**src/rtl/s3g_resp_framer.sv**
```systemverilog
`default_nettype none
// ============================================================================
//  Module      : s3g_resp_framer
//  Description : Response framer. Collects payload bytes from the executor
//                into a buffer. On pl_send it transmits the frame
//                0xD5, LEN, payload[0..LEN-1], CRC8 to a UART transmitter,
//                one byte at a time, using a tx_wr / tx_done handshake.
//                The CRC is Dallas/Maxim CRC-8 (reflected poly 0x8C,
//                init 0x00, no final XOR) over the payload bytes only.
//  Ports       : clk, rst       - clock, synchronous active-high reset
//                pl_data/pl_wr  - payload byte and append strobe
//                pl_send        - close payload, start frame transmission
//                err_clr        - clear the sticky overflow flag
//                tx_data/tx_wr  - byte and write strobe to the UART
//                tx_done        - UART byte-complete pulse
//                busy           - frame in progress
//                overflow       - sticky: a payload byte was dropped
//                pkt_done       - 1-cycle pulse at the end of the frame
//  Revision    : 1.0 - initial release
// ============================================================================
module s3g_resp_framer #(
    parameter int MAX_LEN = 32
) (
    input  logic       clk,
    input  logic       rst,
    input  logic [7:0] pl_data,
    input  logic       pl_wr,
    input  logic       pl_send,
    input  logic       err_clr,
    output logic [7:0] tx_data,
    output logic       tx_wr,
    input  logic       tx_done,
    output logic       busy,
    output logic       overflow,
    output logic       pkt_done
);

    localparam int         c_AW      = (MAX_LEN > 1) ? $clog2(MAX_LEN) : 1;
    localparam logic [7:0] c_MAX_LEN = 8'(MAX_LEN);
    localparam logic [7:0] c_SYNC    = 8'hD5;

    localparam logic [2:0] c_IDLE = 3'd0;
    localparam logic [2:0] c_HDR  = 3'd1;
    localparam logic [2:0] c_LEN  = 3'd2;
    localparam logic [2:0] c_DATA = 3'd3;
    localparam logic [2:0] c_CRC  = 3'd4;
    localparam logic [2:0] c_WAIT = 3'd5;

    logic [2:0] state_q,    state_d;
    logic [2:0] resume_q,   resume_d;   // state entered when tx_done arrives in WAIT
    logic [7:0] count_q,    count_d;
    logic [7:0] idx_q,      idx_d;      // index of the next payload byte to issue
    logic [7:0] crc_q,      crc_d;
    logic [7:0] tx_data_q,  tx_data_d;
    logic       overflow_q, overflow_d;
    logic       pkt_done_q, pkt_done_d;

    logic [7:0] buf_q [MAX_LEN];
    logic       w_buf_we;
    logic       w_drop;
    logic [7:0] w_buf_rd;

    // One bit at a time, LSB first, reflected polynomial.
    function automatic logic [7:0] f_crc8(input logic [7:0] crc_in, input logic [7:0] data);
        logic [7:0] c;
        c = crc_in;
        for (int i = 0; i < 8; i++) begin
            if (c[0] ^ data[i]) begin
                c = (c >> 1) ^ 8'h8C;
            end else begin
                c = c >> 1;
            end
        end
        return c;
    endfunction

    assign w_buf_rd = buf_q[idx_q[c_AW-1:0]];

    // Payload storage has no reset: count_q alone defines what is valid.
    always_ff @(posedge clk) begin
        if (w_buf_we) begin
            buf_q[count_q[c_AW-1:0]] <= pl_data;
        end
    end

    // ------------------------------------------------------------------
    // State register
    // ------------------------------------------------------------------
    always_ff @(posedge clk) begin
        if (rst) begin
            state_q    <= c_IDLE;
            resume_q   <= c_IDLE;
            count_q    <= 8'd0;
            idx_q      <= 8'd0;
            crc_q      <= 8'd0;
            tx_data_q  <= 8'd0;
            overflow_q <= 1'b0;
            pkt_done_q <= 1'b0;
        end else begin
            state_q    <= state_d;
            resume_q   <= resume_d;
            count_q    <= count_d;
            idx_q      <= idx_d;
            crc_q      <= crc_d;
            tx_data_q  <= tx_data_d;
            overflow_q <= overflow_d;
            pkt_done_q <= pkt_done_d;
        end
    end

    // ------------------------------------------------------------------
    // Next-state logic
    // tx_data is registered and loaded on the edge that enters an issue
    // state, so tx_wr and the byte appear together and the byte then
    // stays put through WAIT until tx_done.
    // ------------------------------------------------------------------
    always_comb begin
        state_d    = state_q;
        resume_d   = resume_q;
        count_d    = count_q;
        idx_d      = idx_q;
        crc_d      = crc_q;
        tx_data_d  = tx_data_q;
        pkt_done_d = 1'b0;
        w_buf_we   = 1'b0;
        w_drop     = 1'b0;

        case (state_q)
            c_IDLE: begin
                if (pl_wr) begin
                    if (count_q < c_MAX_LEN) begin
                        w_buf_we = 1'b1;
                        count_d  = count_q + 8'd1;
                    end else begin
                        w_drop = 1'b1;
                    end
                end
                if (pl_send) begin
                    state_d   = c_HDR;
                    tx_data_d = c_SYNC;
                    crc_d     = 8'd0;
                    idx_d     = 8'd0;
                end
            end
            c_HDR: begin
                w_drop   = pl_wr;
                state_d  = c_WAIT;
                resume_d = c_LEN;
            end
            c_LEN: begin
                w_drop   = pl_wr;
                state_d  = c_WAIT;
                resume_d = (count_q == 8'd0) ? c_CRC : c_DATA;
            end
            c_DATA: begin
                // tx_data_q holds the payload byte being issued this cycle.
                w_drop   = pl_wr;
                crc_d    = f_crc8(crc_q, tx_data_q);
                idx_d    = idx_q + 8'd1;
                state_d  = c_WAIT;
                resume_d = ((idx_q + 8'd1) == count_q) ? c_CRC : c_DATA;
            end
            c_CRC: begin
                w_drop   = pl_wr;
                state_d  = c_WAIT;
                resume_d = c_IDLE;  // IDLE here marks end of frame
            end
            c_WAIT: begin
                w_drop = pl_wr;
                if (tx_done) begin
                    state_d = resume_q;
                    case (resume_q)
                        c_LEN:   tx_data_d = count_q;
                        c_DATA:  tx_data_d = w_buf_rd;
                        c_CRC:   tx_data_d = crc_q;
                        c_IDLE: begin
                            tx_data_d  = 8'd0;
                            count_d    = 8'd0;
                            pkt_done_d = 1'b1;
                        end
                        default: state_d = c_IDLE;
                    endcase
                end
            end
            default: begin
                state_d = c_IDLE;
            end
        endcase

        // A drop in the same cycle as err_clr wins.
        overflow_d = (overflow_q & ~err_clr) | w_drop;
    end

    // ------------------------------------------------------------------
    // Output logic
    // ------------------------------------------------------------------
    always_comb begin
        tx_wr    = 1'b0;
        busy     = 1'b0;
        tx_data  = tx_data_q;
        overflow = overflow_q;
        pkt_done = pkt_done_q;
        case (state_q)
            c_HDR, c_LEN, c_DATA, c_CRC: begin
                tx_wr = 1'b1;
                busy  = 1'b1;
            end
            c_WAIT: begin
                busy = 1'b1;
            end
            default: begin
                tx_wr = 1'b0;
            end
        endcase
    end

endmodule
`default_nettype wire

```
**config.mk**
```make
export PLATFORM = sky130hd
export DESIGN_NAME = s3g_resp_framer
export DESIGN_NICKNAME = d
export VERILOG_FILES = /design/src/rtl/s3g_resp_framer.sv
export SDC_FILE = /design/constraint.sdc
export NUM_CORES = 1
export LEC_CHECK = 0
export ABC_AREA = 0
export CAP_MARGIN = 20
export CORE_UTILIZATION = 59
export DETAILED_ROUTE_END_ITERATION = 6
export PLACE_DENSITY = 0.79
export SYNTH_ARGS = -nofsm -noshare
export SYNTH_HDL_FRONTEND = slang
export SYNTH_SLANG_ARGS = --single-unit
```
**constraint.sdc**
```tcl
create_clock -name clk -period 2.4 [get_ports clk]
set_input_delay 0.72 -clock clk [delete_from_list [all_inputs] [get_ports clk]]
set_output_delay 0.72 -clock clk [all_outputs]
set_load 0.05 [all_outputs]
```
==> run summary, run 1 <==
The ratio of cells with drive above 1 in the final layout is 21.9%. The overall fraction of global-route tracks in use is 28.5%. Yosys instantiated no cell more often than sky130_fd_sc_hd__edfxtp_1.

The average cell area after synthesis came out at 16.7 sq um. The worst voltage drop across the vdd grid is 0.732 mV. The final critical-path share of the clock period is 97.6%. The time the worst path needs with I/O delays and setup is 2.34 ns.

The maximum achievable frequency came out at 427 MHz. The number of non-filler instances in the completed layout came out at 1,147. The share of flip-flops with an asynchronous set or reset came out at 0%.

The run finished with clean final reports. The width of the die came out at 148 microns. The number of buffers and inverters on the critical path came out at 1. The signal on the critical path passes through clkdlybuf4s50_1. At the later pin of the worst-skew pair, clock insertion delay measures 0.55 ns. Clock-pin slew was measured on the worst setup and hold paths at 0.06 ns. The end point of the most critical hold path is overflow.

After detailed routing, the number of vias per cell comes to 6.46. For this design the top-level I/O count stands at 26. The area inside the core boundary came out at 20,500 sq um. The CTS tree is done. Detailed placement finished with a half-perimeter wire length of 19,500 microns. In the synthesized netlist the dominant register cell turns out to be sky130_fd_sc_hd__edfxtp_1.

Once the floorplan was initialized, standard cells occupied 61.0% of the core. The final core area utilization is 70.7%. The biggest area contributor in the post-synthesis netlist is sky130_fd_sc_hd__edfxtp_1. Setup repair after global routing left no endpoint under its margin. The count of flip-flops with a built-in enable after synthesis is 256. The actual transition at the worst max-transition pin came out at 0.638 ns. The number of sinks handled by clock tree synthesis came out at 301. The number of global-route vias before repair came out at 7,636. The final count of negative-setup-slack endpoints came out at 0. The first detailed-routing pass ran for 5 iterations.

Along the worst path, the maximum fanout reaches 1. The H-tree depth reported by CTS is 1. The critical path's largest stage delay is 0.79 ns. The number of hold violations in the final report came out at 0. The total setup buffers inserted after CTS is 0. From synthesis to final layout, the design area changed by 15.9%.

Once placement completed, the tool counted placed cells totaling 1,095. The start point of the worst hold path is overflow. The share of synthesized area occupied by flip-flops and latches came out at 68.7%. The initial antenna violation count came out at 0. In the synthesized netlist, the cells that appear most often are sky130_fd_sc_hd__edfxtp_1, sky130_fd_sc_hd__nor2_1, sky130_fd_sc_hd__dfxtp_1. The worst setup path is launched from a flop.

The number of cell rows is 52. The root buffer cell chosen for the clock tree is sky130_fd_sc_hd__clkbuf_16. The routed wirelength normalized by instance count came out at 25.8 microns. The arrival time at the worst endpoint came out at 1.62 ns. The total chip power came out at 0.0105 W. The global-route wire length before repair came out at 45,700 microns. During placement, the flow inserted port buffers numbering 25. The remaining design rule violation count came out at 0. For this design the static power due to leakage is 4.74 nW. The count of cell types in the netlist is 61. The min-delay analysis places its worst path in the category reg -> reg. The total grt overflow came out at 0. The largest net degree at the start of global routing is 51.

The number of slew-limit violations in the final report is 0. No sink is reached through more buffers than the 3 on the longest clock path. The remaining antenna violation count is 0. The number of DRC markers in iteration 0 is 743. The worst hold path depth is 2. The final RePlAce weighted congestion is 0.904.

The number of buffers created by CTS came out at 29. The number of violations of the max-capacitance limit is 0. Setup slack on the critical path of the routed design comes to 0.0586 ns. The synthesized netlist net count came out at 768. The maximum clock skew at final layout came out at 0.0171 ns. The Yosys warning count came out at 0. The endpoint identified for the worst register-to-register timing path is tx_data[0]. The worst setup path is captured at a primary output. The flop and latch count out of synthesis came out at 301.

The aggregate routed wire length came out at 29,600 microns. Dividing total power by cell area gives a power density of 727 nW/um^2. In the post-synthesis netlist, the biggest area contributors are sky130_fd_sc_hd__edfxtp_1, sky130_fd_sc_hd__dfxtp_1, sky130_fd_sc_hd__mux4_1. The height of the die came out at 148 microns.

For the worst setup path, the data required time is 1.68 ns. The top-area cell type share of the netlist area is 61.5%. The slowest stage of the critical path belongs to the cell sky130_fd_sc_hd__clkdlybuf4s50_1.

The final net count came out at 875. In this run the tightest slew margin relative to its limit is 57.4%. The overall die area is 21,800 sq um.

The register-to-register setup slack is 0.18 ns. The final route contains 7,414 vias. The kind of cell with the highest combined delay along the critical path is buffers and inverters. Synthesis handed over a netlist of 749 instances.

The worst setup path is of the reg -> out kind. Before CTS, the worst setup slack after placement is -0.148 ns. The number of antenna diodes in the final layout is 0. After synthesis the cells add up to 12,500 sq um.

The logic depth of the worst register-to-register path came out at 4. The worst slack on hold paths is 0.506 ns.
## sequential cells by signal, indices dropped and copies added (netlist names), named ones only
signal / count
resume_q: 3
crc_q: 8
buf_q: 256
pkt_done: 1
idx_q: 8
state_q: 3
overflow: 1
tx_data: 8
count_q: 8
## worst max path at each step
stage	startpoint	end	cells past startpoint
3_5_place_dp	pl_wr	buf_q[2][5]	5
4_1_cts	state_q[2]	tx_wr	5
3_3_place_gp	pl_wr	buf_q[2][5]	5
6_report	pkt_done	pkt_done	1
5_1_grt	state_q[2]	tx_wr	5
2_1_floorplan	state_q[2]	busy	3
## cell families (layout without fill, tap and decap cells)
group / count (synthesis) / after routing / synth area share (%)
buf+inv: 49 / 177 / 2.24
simple gates: 174 / 174 / 7.04
compound gates: 108 / 108 / 6.44
flops: 301 / 301 / 68.7
mux: 77 / 77 / 12.6
xor+xnor: 35 / 35 / 2.45
fa+ha+maj: 5 / 5 / 0.500
## cell usage in the layout (no fill, tap or decap), types with 7 or more instances in the layout
cell type	n
sky130_fd_sc_hd__dlygate4sd2_1	9
sky130_fd_sc_hd__a221oi_1	10
sky130_fd_sc_hd__clkbuf_16	29
sky130_fd_sc_hd__nor2b_1	7
sky130_fd_sc_hd__and2_1	8
sky130_fd_sc_hd__nand3_1	12
sky130_fd_sc_hd__o21ai_0	12
sky130_fd_sc_hd__nor2_1	71
sky130_fd_sc_hd__xnor2_1	30
sky130_fd_sc_hd__mux4_1	26
sky130_fd_sc_hd__a21oi_1	15
sky130_fd_sc_hd__mux2_2	10
sky130_fd_sc_hd__a31oi_1	11
sky130_fd_sc_hd__inv_1	10
sky130_fd_sc_hd__clkdlybuf4s50_1	14
sky130_fd_sc_hd__dfxtp_1	44
sky130_fd_sc_hd__nand2_1	30
sky130_fd_sc_hd__a22oi_1	17
sky130_fd_sc_hd__mux4_2	30
sky130_fd_sc_hd__mux2i_1	11
sky130_fd_sc_hd__buf_4	84
sky130_fd_sc_hd__edfxtp_1	256
## power breakdown
part           total (W)  internal [W]  switching [W]
Combinational   0.000505      0.000185       0.000320
Clock            0.00431       0.00243        0.00188
Sequential       0.00573       0.00570      0.0000315
## stage by stage
stage	instance area, sq um	TNS [ns]
finish	14500	0
global route	14500	0
CTS	14500	0
detailed placement	13600	-8.29
global placement	13600	-4.84
floorplan	12500	0
## cell type report
| cell class | instances | area, sq um |
|---|---|---|
| clock buffer | 35 | 748 |
| clock inverter | 17 | 140 |
| fill | 1270 | 6000 |
| inverter | 11 | 41.3 |
| multi-input combinational | 399 | 3650 |
| sequential | 301 | 8590 |
| tap | 270 | 338 |
| timing repair buffer | 114 | 981 |
## layer usage
layer | share of wire [%] | vias up | global-route usage (%)
met5 | 0 | - | 0
met4 | 3.0 | 0 | 9.28
met3 | 8.5 | 64 | 4.69
met2 | 50 | 394 | 48.1
met1 | 39 | 3743 | 38.2
li1 | - | 3213 | -
## repair_timing
action	4_1_cts	5_1_grt
pin swaps	0	0
resized for setup	11	4
hold buffers	0	0
setup endpoints to repair	10	1
Note: power is estimated with default switching activity, not from simulation.
==> run 2, diff against run 1 <==
- DONT_BUFFER_PORTS: default -> 1
- PLACE_DENSITY: 0.79 -> 0.75
==> run 2 against run 1 <==
  * Worst hold slack worse by 0.27 ns
  * Final cell count down 3.8%
  * Clock skew fell by 0.0041 ns
  * Die area unchanged
  * Largest cell class unchanged
==> run summary, run 2 (synthesis gave the netlist of run 1 again) <==
The height of the die came out at 148 microns. The worst slack on hold paths is 0.239 ns. The depth of the critical timing path with buffers and inverters included is 5. The share of power burned in registers came out at 53.2%. The number of sinks handled by clock tree synthesis came out at 301. The arrival time at the worst endpoint came out at 1.60 ns. The critical path goes through buf_4, clkinvlp_4, nor2_2, nor2_1, buf_6. Along the worst path, the maximum fanout reaches 11. The maximum clock path buffer count is 3.

The number of buffers and inverters on the critical path came out at 3. The wire length on met2 came out at 14,600 microns. The final RePlAce weighted congestion came out at 0.904.

The leading cell type in the layout, fill and taps excluded is sky130_fd_sc_hd__edfxtp_1. The number of iterations in the first detailed-routing pass is 6. The die covers 21,800 sq um. The run finished with clean final reports. The critical path's largest stage delay is 0.34 ns.

The endpoint identified for the worst register-to-register timing path is tx_data[5]. The fill cell instance count of the final layout came out at 1,311. The tool flagged a number of max-cap violations equal to 0.

The worst path setup slack after routing is 0.0844 ns. The clock-pin slew of the registers on the worst-case setup and hold paths is 0.07 ns. The worst-case IR drop observed on VDD is 0.672 mV. For the final database, setup skew stands at 0.0130 ns.

The number of primary I/O pins is 26. The tree is rooted in a sky130_fd_sc_hd__clkbuf_16. The maximum achievable frequency came out at 432 MHz. The total grt overflow came out at 0. Power spread over the standard cell area amounts to 760 nW/um^2. The worst setup timing slack at the placement stage came out at 0.0425 ns. The slowest stage of the critical path belongs to the cell sky130_fd_sc_hd__dfxtp_1. The global-route wire length before repair came out at 44,600 microns. The fraction of power spent switching nets came out at 20.1%. The cell family contributing the most delay on the critical path is buffers and inverters.

The cell area after layout is 14,200 sq um. The analysis attributes to net switching a power of 0.00216 W. Once placement finished, the instance area stood at 13,200 sq um. Setup repair after global routing left no endpoint under its margin. Per report_power, the combinational group accounts for 3.3% of the total. The register-to-register setup slack is 0.10 ns. After detailed routing, no signal wire sits above met4.

The number of cell rows came out at 52. The remaining antenna violation count came out at 0. The H-tree depth reported by CTS is 1. In the layout the commonest cells are sky130_fd_sc_hd__edfxtp_1, sky130_fd_sc_hd__nor2_1, sky130_fd_sc_hd__buf_4. The number of vias per cell after detailed routing is 6.59. The number of buffers created by CTS came out at 30. The time the worst path needs with I/O delays and setup came out at 2.32 ns. The aggregate routed wire length is 29,600 microns.

The detailed router put a total of 11,700 microns of wire on met1. The number of hold violations in the final report came to 0. Once placement completed, the tool counted placed cells totaling 1,049. The number of port buffers came out at 0. Counting cells, the worst reg-to-reg path comes to 5. The tightest min-delay check is of the in -> reg type.

After legalization and detailed placement, the total HPWL measured 19,300 microns. In this run the standard cell core region covers 20,500 sq um. The count of antenna diodes in the layout came out at 0. The most critical setup path has its startpoint at state_q[2]. The number of slew-limit violations in the final report is 0. The number of non-filler instances in the completed layout is 1,103.

The clock group share of total power is 43.4%. Across the whole layout, storage elements account for 8590 sq um. The starting utilization of the core area came out at 61.0%. The number of DRC markers in iteration 0 is 788. The final net count came out at 831.

The overall fraction of global-route tracks in use came out at 28.1%. The normalized max-slew margin is 44.9%. The number of flip-flops in the largest register came out at 256.

The total leakage power came out at 4.55 nW. The ratio of cells with drive above 1 in the final layout came out at 20.6%. The worst setup path is of the reg -> out kind.

The initial antenna violation count is 0. The width of the die is 148 microns. The most critical setup path has its endpoint at tx_wr. The remaining design rule violation count came out at 0. After detailed routing, the met3 layer carries 2480 microns of wire. The multi-input combinational cells in the finished layout cover a total of 3640 sq um. The final count of negative-setup-slack endpoints came out at 0. The signed area change from the synthesized netlist to the final layout came out at 13.2%. The routed wirelength normalized by instance count is 26.9 microns. TritonCTS built the clock tree. The actual transition at the worst max-transition pin is 0.825 ns. The total chip power is 0.0108 W. The type of origin of the critical path is a flop.

At the worst endpoint, the required time is 1.68 ns. The worst setup path is captured at a primary output. The largest net degree at the start of global routing is 33.

The later pin in the worst-skew pair is clocked with a latency of 0.55 ns. The total vias in the final route came out at 7,268. The internal power contribution came out at 0.00860 W. The number of global-route vias before repair came out at 7,350. The worst register-to-register path begins at resume_q[1].

The final critical-path share of the clock period is 96.5%.
[run 2: cell count changes in the layout (fill, tap and decap cells not counted), sizes merged]
cell,previous run,this run
buf,91,69
dlygate4sd2,9,0
inv,10,9
clkdlybuf4s50,14,0
bufinv,2,4
[run 2: worst reg2reg max path, cell delays in order, from the launching register on]
cell and delay [ns]:
sky130_fd_sc_hd__dfxtp_1 0.49, sky130_fd_sc_hd__mux2i_1 0.31, sky130_fd_sc_hd__nand4_1 0.18, sky130_fd_sc_hd__or3_1 0.42, sky130_fd_sc_hd__a221oi_1 0.65, sky130_fd_sc_hd__o2bb2ai_1 0.19
[run 2: layout make-up]
cell class              instances  area share, %
flip-flops and latches        301           60.7
multi-input cells             399           25.7
clock buffers                  35           5.58
repair buffers                 69           3.96
well taps                     270           2.39
clock inverters                18           1.35
inverters                      11          0.318
[run 2: how the worst min path moves through the flow]
stage,start,end,slack (ns),cells past startpoint
2_1_floorplan,idx_q[7],idx_q[7],0.47,2
3_3_place_gp,idx_q[7],idx_q[7],0.48,2
3_5_place_dp,idx_q[7],idx_q[7],0.50,2
4_1_cts,rst,overflow,0.23,1
5_1_grt,rst,crc_q[6],0.23,1
6_report,rst,crc_q[6],0.24,1
[run 2: metrics by stage]
stage / util [%] / setup TNS (ns)
finish: 69.1 / 0
global route: 69.1 / 0
CTS: 69.0 / 0
detailed placement: 64.2 / 0
global placement: 64.2 / -0.455
floorplan: - / 0
[run 2: timing repair]
item,CTS,global route
hold buffers,0,0
endpoints found under the setup margin,0,1
buffers inserted,0,1
resized for setup,0,5
[run 2: power by group through the flow]
stage / logic, W / registers (W) / clock network, W
2_1_floorplan: 0.000227 / 0.00587 / 0
3_3_place_gp: 0.000336 / 0.00584 / 0
3_5_place_dp: 0.000343 / 0.00584 / 0
4_1_cts: 0.000346 / 0.00573 / 0.00468
5_1_grt: 0.000383 / 0.00573 / 0.00486
6_report: 0.000358 / 0.00573 / 0.00467
[run 2: per-layer routing]
metal	up-vias	GRT usage [%]
li1	3122	-
met1	3679	38.6
met2	404	46.3
met3	63	4.57
met4	0	9.28
met5	-	0
==> run 3, diff against run 2 <==
- SKIP_CTS_REPAIR_TIMING: default -> 1
==> results of run 3 <==
The final DEF is identical to that of run 2; final timing and power are the same.
